### config.mk
export PLATFORM = sky130hd
export DESIGN_NAME = out_port_dec_display
export DESIGN_NICKNAME = d
export VERILOG_FILES = /design/src/rtl/out_port_dec_display.sv
export SDC_FILE = /design/constraint.sdc
export NUM_CORES = 1
export LEC_CHECK = 0
export ABC_AREA = 1
export CAP_MARGIN = 0
export CORE_UTILIZATION = 50
export DETAILED_ROUTE_END_ITERATION = 10
export PLACE_DENSITY = 0.72
export SETUP_SLACK_MARGIN = 0.05
export SYNTH_ARGS = -nofsm -noshare
export SYNTH_HDL_FRONTEND = slang
export SYNTH_SLANG_ARGS = --single-unit
### constraint.sdc
create_clock -name clock -period 3.2 [get_ports clock]
set_clock_uncertainty 0.1 [all_clocks]
set_input_delay 0.96 -clock clock [delete_from_list [all_inputs] [get_ports clock]]
set_output_delay 0.96 -clock clock [all_outputs]
set_load 0.02 [all_outputs]
### src/rtl/out_port_dec_display.sv
// Converts the CPU output port to six decimal digits with a sequential
// double-dabble engine and drives six active-low 7-segment displays.
module out_port_dec_display #(
   parameter int LEADING_BLANK = 1,
   parameter int RESET_BLANK   = 1
) (
   input  logic        clock,
   input  logic        resetn,
   input  logic [31:0] out_port,
   output logic [6:0]  hex0,
   output logic [6:0]  hex1,
   output logic [6:0]  hex2,
   output logic [6:0]  hex3,
   output logic [6:0]  hex4,
   output logic [6:0]  hex5,
   output logic        busy,
   output logic        done,
   output logic        ovf
);

   typedef enum logic [1:0] {
      ST_IDLE  = 2'd0,
      ST_SHIFT = 2'd1,
      ST_LATCH = 2'd2
   } state_t;

   localparam logic [6:0]  SEG_BLANK = 7'b1111111;
   localparam logic [6:0]  SEG_DASH  = 7'b0111111;
   localparam logic [6:0]  SEG_RST   = (RESET_BLANK != 0) ? 7'h7F : 7'h40;
   localparam logic [31:0] MAX_DEC   = 32'd999999;

   function automatic logic [6:0] seg7(input logic [3:0] digit);
      case (digit)
         4'd0:    seg7 = 7'b1000000;
         4'd1:    seg7 = 7'b1111001;
         4'd2:    seg7 = 7'b0100100;
         4'd3:    seg7 = 7'b0110000;
         4'd4:    seg7 = 7'b0011001;
         4'd5:    seg7 = 7'b0010010;
         4'd6:    seg7 = 7'b0000010;
         4'd7:    seg7 = 7'b1111000;
         4'd8:    seg7 = 7'b0000000;
         4'd9:    seg7 = 7'b0010000;
         default: seg7 = SEG_BLANK;
      endcase
   endfunction

   state_t      state_r, state_nxt_s;
   logic [31:0] last_val_r;
   logic        force_r;
   logic        conv_ovf_r;
   logic [19:0] bin_r;
   logic [23:0] bcd_r;
   logic [23:0] adj_s;
   logic [4:0]  cnt_r;
   logic        trig_s, load_s, shift_s, latch_s, busy_nxt_s, done_nxt_s;
   logic [6:0]  seg_nxt_s [6];
   logic [6:0]  hex_r [6];
   logic        busy_r, done_r, ovf_r;

   assign trig_s = (out_port != last_val_r) || force_r;

   // State register
   always_ff @(posedge clock or negedge resetn) begin
      if (!resetn) begin
         state_r <= ST_IDLE;
      end else begin
         state_r <= state_nxt_s;
      end
   end

   // Next-state logic
   always_comb begin
      state_nxt_s = state_r;
      case (state_r)
         ST_IDLE: begin
            if (trig_s) state_nxt_s = ST_SHIFT;
            else        state_nxt_s = ST_IDLE;
         end
         ST_SHIFT: begin
            if (cnt_r == 5'd19) state_nxt_s = ST_LATCH;
            else                state_nxt_s = ST_SHIFT;
         end
         ST_LATCH: state_nxt_s = ST_IDLE;
         default:  state_nxt_s = ST_IDLE;
      endcase
   end

   // Per-state control strobes and next values of the registered flags
   always_comb begin
      load_s     = 1'b0;
      shift_s    = 1'b0;
      latch_s    = 1'b0;
      case (state_r)
         ST_IDLE:  load_s  = trig_s;
         ST_SHIFT: shift_s = 1'b1;
         ST_LATCH: latch_s = 1'b1;
         default:  load_s  = 1'b0;
      endcase
      busy_nxt_s = (state_nxt_s != ST_IDLE);
      done_nxt_s = latch_s;
   end

   // Add-3 correction of every BCD nibble ahead of the shift
   always_comb begin
      adj_s = 24'h0;
      for (int j = 0; j < 6; j++) begin
         if (bcd_r[4*j +: 4] >= 4'd5) adj_s[4*j +: 4] = bcd_r[4*j +: 4] + 4'd3;
         else                         adj_s[4*j +: 4] = bcd_r[4*j +: 4];
      end
   end

   // Segment images for the finished conversion, with leading-zero blanking
   always_comb begin
      logic lz;
      lz = 1'b1;
      for (int i = 5; i >= 0; i--) begin
         lz = lz && (bcd_r[4*i +: 4] == 4'd0);
         if (conv_ovf_r)                              seg_nxt_s[i] = SEG_DASH;
         else if ((LEADING_BLANK != 0) && (i > 0) && lz) seg_nxt_s[i] = SEG_BLANK;
         else                                         seg_nxt_s[i] = seg7(bcd_r[4*i +: 4]);
      end
   end

   // Conversion datapath: capture on trigger, shift-add-3 while shifting
   always_ff @(posedge clock or negedge resetn) begin
      if (!resetn) begin
         last_val_r <= 32'h0;
         force_r    <= 1'b1;
         conv_ovf_r <= 1'b0;
         bin_r      <= 20'h0;
         bcd_r      <= 24'h0;
         cnt_r      <= 5'd0;
      end else if (load_s) begin
         last_val_r <= out_port;
         force_r    <= 1'b0;
         conv_ovf_r <= (out_port > MAX_DEC);
         bin_r      <= out_port[19:0];
         bcd_r      <= 24'h0;
         cnt_r      <= 5'd0;
      end else if (shift_s) begin
         bcd_r      <= {adj_s[22:0], bin_r[19]};
         bin_r      <= {bin_r[18:0], 1'b0};
         cnt_r      <= cnt_r + 5'd1;
      end else begin
         cnt_r      <= cnt_r;
      end
   end

   // Registered outputs; the display only changes on the LATCH edge
   always_ff @(posedge clock or negedge resetn) begin
      if (!resetn) begin
         for (int i = 0; i < 6; i++) hex_r[i] <= SEG_RST;
         busy_r <= 1'b0;
         done_r <= 1'b0;
         ovf_r  <= 1'b0;
      end else begin
         busy_r <= busy_nxt_s;
         done_r <= done_nxt_s;
         if (latch_s) begin
            for (int i = 0; i < 6; i++) hex_r[i] <= seg_nxt_s[i];
            ovf_r <= conv_ovf_r;
         end else begin
            ovf_r <= ovf_r;
         end
      end
   end

   assign hex0 = hex_r[0];
   assign hex1 = hex_r[1];
   assign hex2 = hex_r[2];
   assign hex3 = hex_r[3];
   assign hex4 = hex_r[4];
   assign hex5 = hex_r[5];
   assign busy = busy_r;
   assign done = done_r;
   assign ovf  = ovf_r;

endmodule

-- After elaboration in Yosys (flattened, before gate mapping)
Memories as Yosys holds them, arrays and structs flattened.
Index checks and enable logic that the tools add are counted.
Widths: inputs -> output; s select.
- $add $sub $neg: 7
- $lt $le $gt $ge: 7
- equal/unequal tests: 4
- multiplexer cells: 29
- reduce and logical (&&, ||, !) cells: 13
- operators with widths (operator ; number):
    $mux 7 ; 11
    $mux 24 ; 2
    $mux 20 ; 2
    $gt 32x20->1 const B ; 1
    $ne 32x32->1 ; 1
    $ge 4x3->1 const B ; 6
    $add 4x2->4 const B ; 5
    $logic_not 4->1 ; 5
    $mux 4 ; 5
    $mux 5 ; 2
    $add 5x1->5 const B ; 1
    $eq 5x5->1 const B ; 1
    $logic_and 1x1->1 ; 4
    $mux 1 ; 4
    $pmux 2 s2 ; 1
    $reduce_bool 2->1 ; 2
    $add 3x2->3 const B ; 1
    $mux 3 ; 1
    $eq 2x1->1 const B ; 1
    $eq 2x2->1 const B ; 1
    $logic_not 2->1 ; 1
    $mux 2 ; 1
    $logic_or 1x1->1 ; 1
- register bits: 130
- bits in read-only memories: 672
- logic and storage cells: 82
- memories kept: 6
- memory list (memory ; depth ; width ; read ports ; clocked after Yosys merged registers in ; wr ports ; line ; source):
    (no name shown) ; 16 ; 7 ; 1 ; 0 ; 0 ; 33 ; case (digit)
    (no name shown) ; 16 ; 7 ; 1 ; 0 ; 0 ; 33 ;
    (no name shown) ; 16 ; 7 ; 1 ; 0 ; 0 ; 33 ;
    (no name shown) ; 16 ; 7 ; 1 ; 0 ; 0 ; 33 ;
    (no name shown) ; 16 ; 7 ; 1 ; 0 ; 0 ; 33 ;
    (no name shown) ; 16 ; 7 ; 1 ; 0 ; 0 ; 33 ;

-- Logic depth before layout (Yosys ltp)
- depth after elaboration: 7
- depth in mapped cells: 15
- depth with buffers taken out: 13

-- Worst setup path after synthesis
No wires, ideal clock.
- path type: input -> register
- start: in out_port[23]
- end: reg bin_r[10]
- setup time: 0.117 ns
- arrival: 1.975 ns
- path slack: 1.008 ns
- stages on the path: 15
- cell sequence: inv_1 > nand2_1 > nand2_1 > inv_1 > nand2_1 > nor2_1 > nand2_1 > nor2_1 > nand3_2 > buf_6 > buf_6 > nand3_1 > nand2_1 > inv_1 > nand2_1
- word-level cells in the longest chain between the ends: 4
- elaborated cells between the ends (all ways): 5
- those cells by class: eq/ne (1); mux (2); reduce/logical (2)
- RTL lines (what ; line ; source):
    start: declaration ; 9 ; input logic [31:0] out_port,
    $ne 32x32->1 (*) ; 61 ; assign trig_s = (out_port != last_val_r) || force_r;
    $logic_or 1x1->1 (*) ; 61 ;
    $mux 1 (*) ; 94 ; case (state_r)
    $mux 20 or $reduce_bool 2->1 (tied branches) ; n/a ;
    end signal: assignment ; 138 ; bin_r <= out_port[19:0];
    end signal: assignment ; 143 ; bin_r <= {bin_r[18:0], 1'b0};
    end: declaration ; 52 ; logic [19:0] bin_r;
Every way passes the cells marked *; elsewhere a longest branch is shown, timed or not.
A chain may end at the register's enable or synchronous reset.

-- Worst setup path in the final report
- start: reg hex_r, in the netlist hex0[4]
- end: out hex0[4]
- RTL lines (what ; line ; source):
    start: declaration ; 58 ; logic [6:0] hex_r [6];
    end: declaration ; 10 ; output logic [6:0] hex0,
No word-level cell between the ends.

==> flow_summary_export.csv <==
group,metric,value,unit
outcome,status,"completed",
synth,postSynthAreaPerCell,7.68,sq um
place,dp_hpwl,11.7,mm
setup_path,worst-setup-path-type,"register to output port",
timing,finalSetupTns,0,ns
setup_path,reg2reg_setup_slack,0.94,ns
floorplan,initial_core_util,51.6,%
synth,synthCells,940,
place,port_buffers,78,
pwr,leakage,0.00427,uW
clock_network,clkLatencyLatePin,0.42,ns
synth,synthArstFlopShare,100,%
timing,rsz0062_at_grt,"no",
min_path,whs_path_depth,2,
timing,min_period_over_period,82.2,%
detailed_routing,final_antenna_net_count,0,
timing,fmax,380,MHz
setup_path,r2r_end,"hex1[1]",
detailed_routing,routedWlPerCell,13.8,um
grt,grtUsageMet1,32.1,%
floorplan,fp.coreArea,0.0140,sq mm
min_path,hp-class,"register to register",
clock_network,cts_buffer_depth,2,
clock_network,cts_buffers,17,
place,gp_congestion,0.901,
setup_path,cpPeakStageDelay,0.60,ns
setup_path,arrival,1.57,ns
setup_path,crit_family,"buffers and inverters",
synth,ys.warnings.count,0,
final_layout,final_area,0.00872,sq mm
timing,min_period,2.63,ns
floorplan,die_w,122,um
final_layout,n_antenna_cell,0,
grt,met3_usage,4.96,%
synth,synth_area_leaders,"dfrtp_1 30%, dfstp_2 16%, nand2_1 13%, inv_1 7.0%, nand3_1 6.0%",
setup_path,worstPathRequired,2.14,ns
setup_path,crit_path_end_kind,"output port",
setup_path,startpoint,"hex0[4]",
clock_network,holdBufCountCts,0,
synth,yosysSeqAreaShare,45.8,%
clock_network,cts-root-buf,"clkbuf_16",
clock_network,path_clk_slew,0.05,ns
timing,slew_violations,0,
grt,grt_pass1_wl,28.3,mm
final_layout,fillCellCount,1272,
job,maxCapViolCount,0,
pwr,vdd_drop_max,0.352,mV
pwr,power_density,418,mW/mm^2
synth,synth.ff_latch_count,130,
detailed_routing,drtPass1Iterations,7,
setup_path,path_max_fanout,2,
timing,slew_headroom,55.5,%
grt,grt.total_usage,24.5,%
detailed_routing,drc,0,
min_path,holdPathEnd,"force_r",
synth,synth_most_common_cell,"nand2_1",
grt,grt_util_met2,39.9,%
synth,synth_cell_types,39,
clock_network,cts_tree,"built",
floorplan,row_count,43,
setup_path,path_cells,"clkdlybuf4s50_1",
floorplan,io_pins,79,
clock_network,post-cts-setup-buffer-count,0,
setup_path,ff2ff_path_depth,10,
pwr,finalPower,3640,uW
final_layout,syn_to_final_growth,20.8,%
clock_network,cts_max_level,4,
grt,antenna_found_initial,0,
detailed_routing,vias_per_cell,5.18,
synth,synth-edff-count,0,
place,pre_cts_ws,0.184,ns
synth,synth.largest_area_cell,"dfrtp_1",
clock_network,cts.sinks,130,
synth,synthTopCellsByCount,"247 x nand2_1, 135 x inv_1, 87 x dfrtp_1, 87 x nand3_1, 79 x o21ai_0",
min_path,worstHoldStart,"force_r",
detailed_routing,vias,6268,
detailed_routing,drtIter0Drc,508,
floorplan,die_h,122,um
final_layout,final_core_util,62.3,%
setup_path,cp_slowest_cell,"clkdlybuf4s50_1",
final_layout,drive_gt1_share,9.82,%
setup_path,r2r-start,"bcd_r[20]",
synth,synth_flop_cell,"dfrtp_1",
final_layout,nets,1083,
detailed_routing,routed_wl,16.7,mm
floorplan,floorplan.die_area,0.0149,sq mm
synth,syn-cell-area,0.00722,sq mm
grt,grt-ovfl-total,0,
setup_path,worstSetupStartpointType,"register",
timing,final_hold_viol_count,0,
timing,setup_viol,0,
synth,syn_nets,1007,
grt,grt_most_used_layer,"met2",
clock_network,cts_resized,0,
synth,synth_top_area_share,30.2,%
grt,grt_pass1_vias,6016,
place,placed_area,0.00819,sq mm
timing,worstMarginPinSlew,0.667,ns
grt,grt_max_degree,52,
setup_path,cp.buffers_inverters,1,
timing,fin_ws,0.570,ns
registers in the layout, summed over array words and instances (netlist names):
| name | cells |
|---|---|
| hex5 | 7 |
| busy | 1 |
| bcd_r | 24 |
| force_r | 1 |
| hex2 | 7 |
| last_val_r | 32 |
| hex0 | 7 |
| state_r | 2 |
| cnt_r | 5 |
| done | 1 |
| conv_ovf_r | 1 |
| hex4 | 7 |
| hex3 | 7 |
| hex1 | 7 |
| ovf | 1 |
| bin_r | 20 |
placed cells by master (no fill, tap or decap), drive strengths merged, types with 2 or more instances in the layout:
cell	n
inv	140
clkbuf	26
ha	33
o22a	2
nand4	3
clkinv	6
buf	14
dfrtp	87
nand3	89
xnor2	9
xor2	3
or2	3
clkdlybuf4s50	77
a31oi	4
nor2	59
o211ai	4
nor4	3
o22ai	15
nand2	248
dfstp	43
nor3	10
o21ai	91
a21oi	51
nand3b	2
power breakdown:
part	internal, uW	total, uW	switching, uW
clock network	1040	1720	677
logic	93.0	216	123
registers	1680	1710	22.9
how the worst max path moves through the flow:
stage,end,slack (ns),cells past startpoint
2_1_floorplan,bin_r[10],1.01,15
6_report,hex0[4],0.57,1
4_1_cts,hex0[5],0.56,1
3_5_place_dp,last_val_r[31],0.18,14
3_3_place_gp,last_val_r[21],0.21,14
5_1_grt,last_val_r[21],0.38,14
kinds of logic (layout without fill, tap and decap cells):
logic type,count (synthesis),after routing,synth area share (%)
AOI/OAI and AO/OA,172,172,12.8
DFF,130,130,45.8
adders and majority gates,33,33,5.72
buffers and inverters,175,264,9.83
and+or+nand+nor,418,418,24.4
xor gates and xnor gates,12,12,1.46
cell type report:
class                      instances  area (sq um)  share of cell area [%]
sequential                       130          3310                    37.9
clock inverter                     6          32.5                   0.373
multi-input combinational        635          3210                    36.8
tap                              180           225                    2.58
inverter                         141           529                    6.07
timing repair buffer              91           926                    10.6
clock buffer                      26           489                    5.61
per-layer routing:
layer | routed length (um) | share of wire (%)
met1 | 7750 | 46
met2 | 7960 | 48
met3 | 633 | 3.8
met4 | 325 | 2.0
met5 | 0 | 0
metrics by stage:
stage / hold WS, ns / cells
after floorplan: 0.330 / 940
after global placement: 0.337 / 1177
after detailed placement: 0.340 / 1177
after CTS: 0.349 / 1209
after global routing: 0.371 / 1209
final: 0.349 / 1209
(Power assumes the default switching activity.)
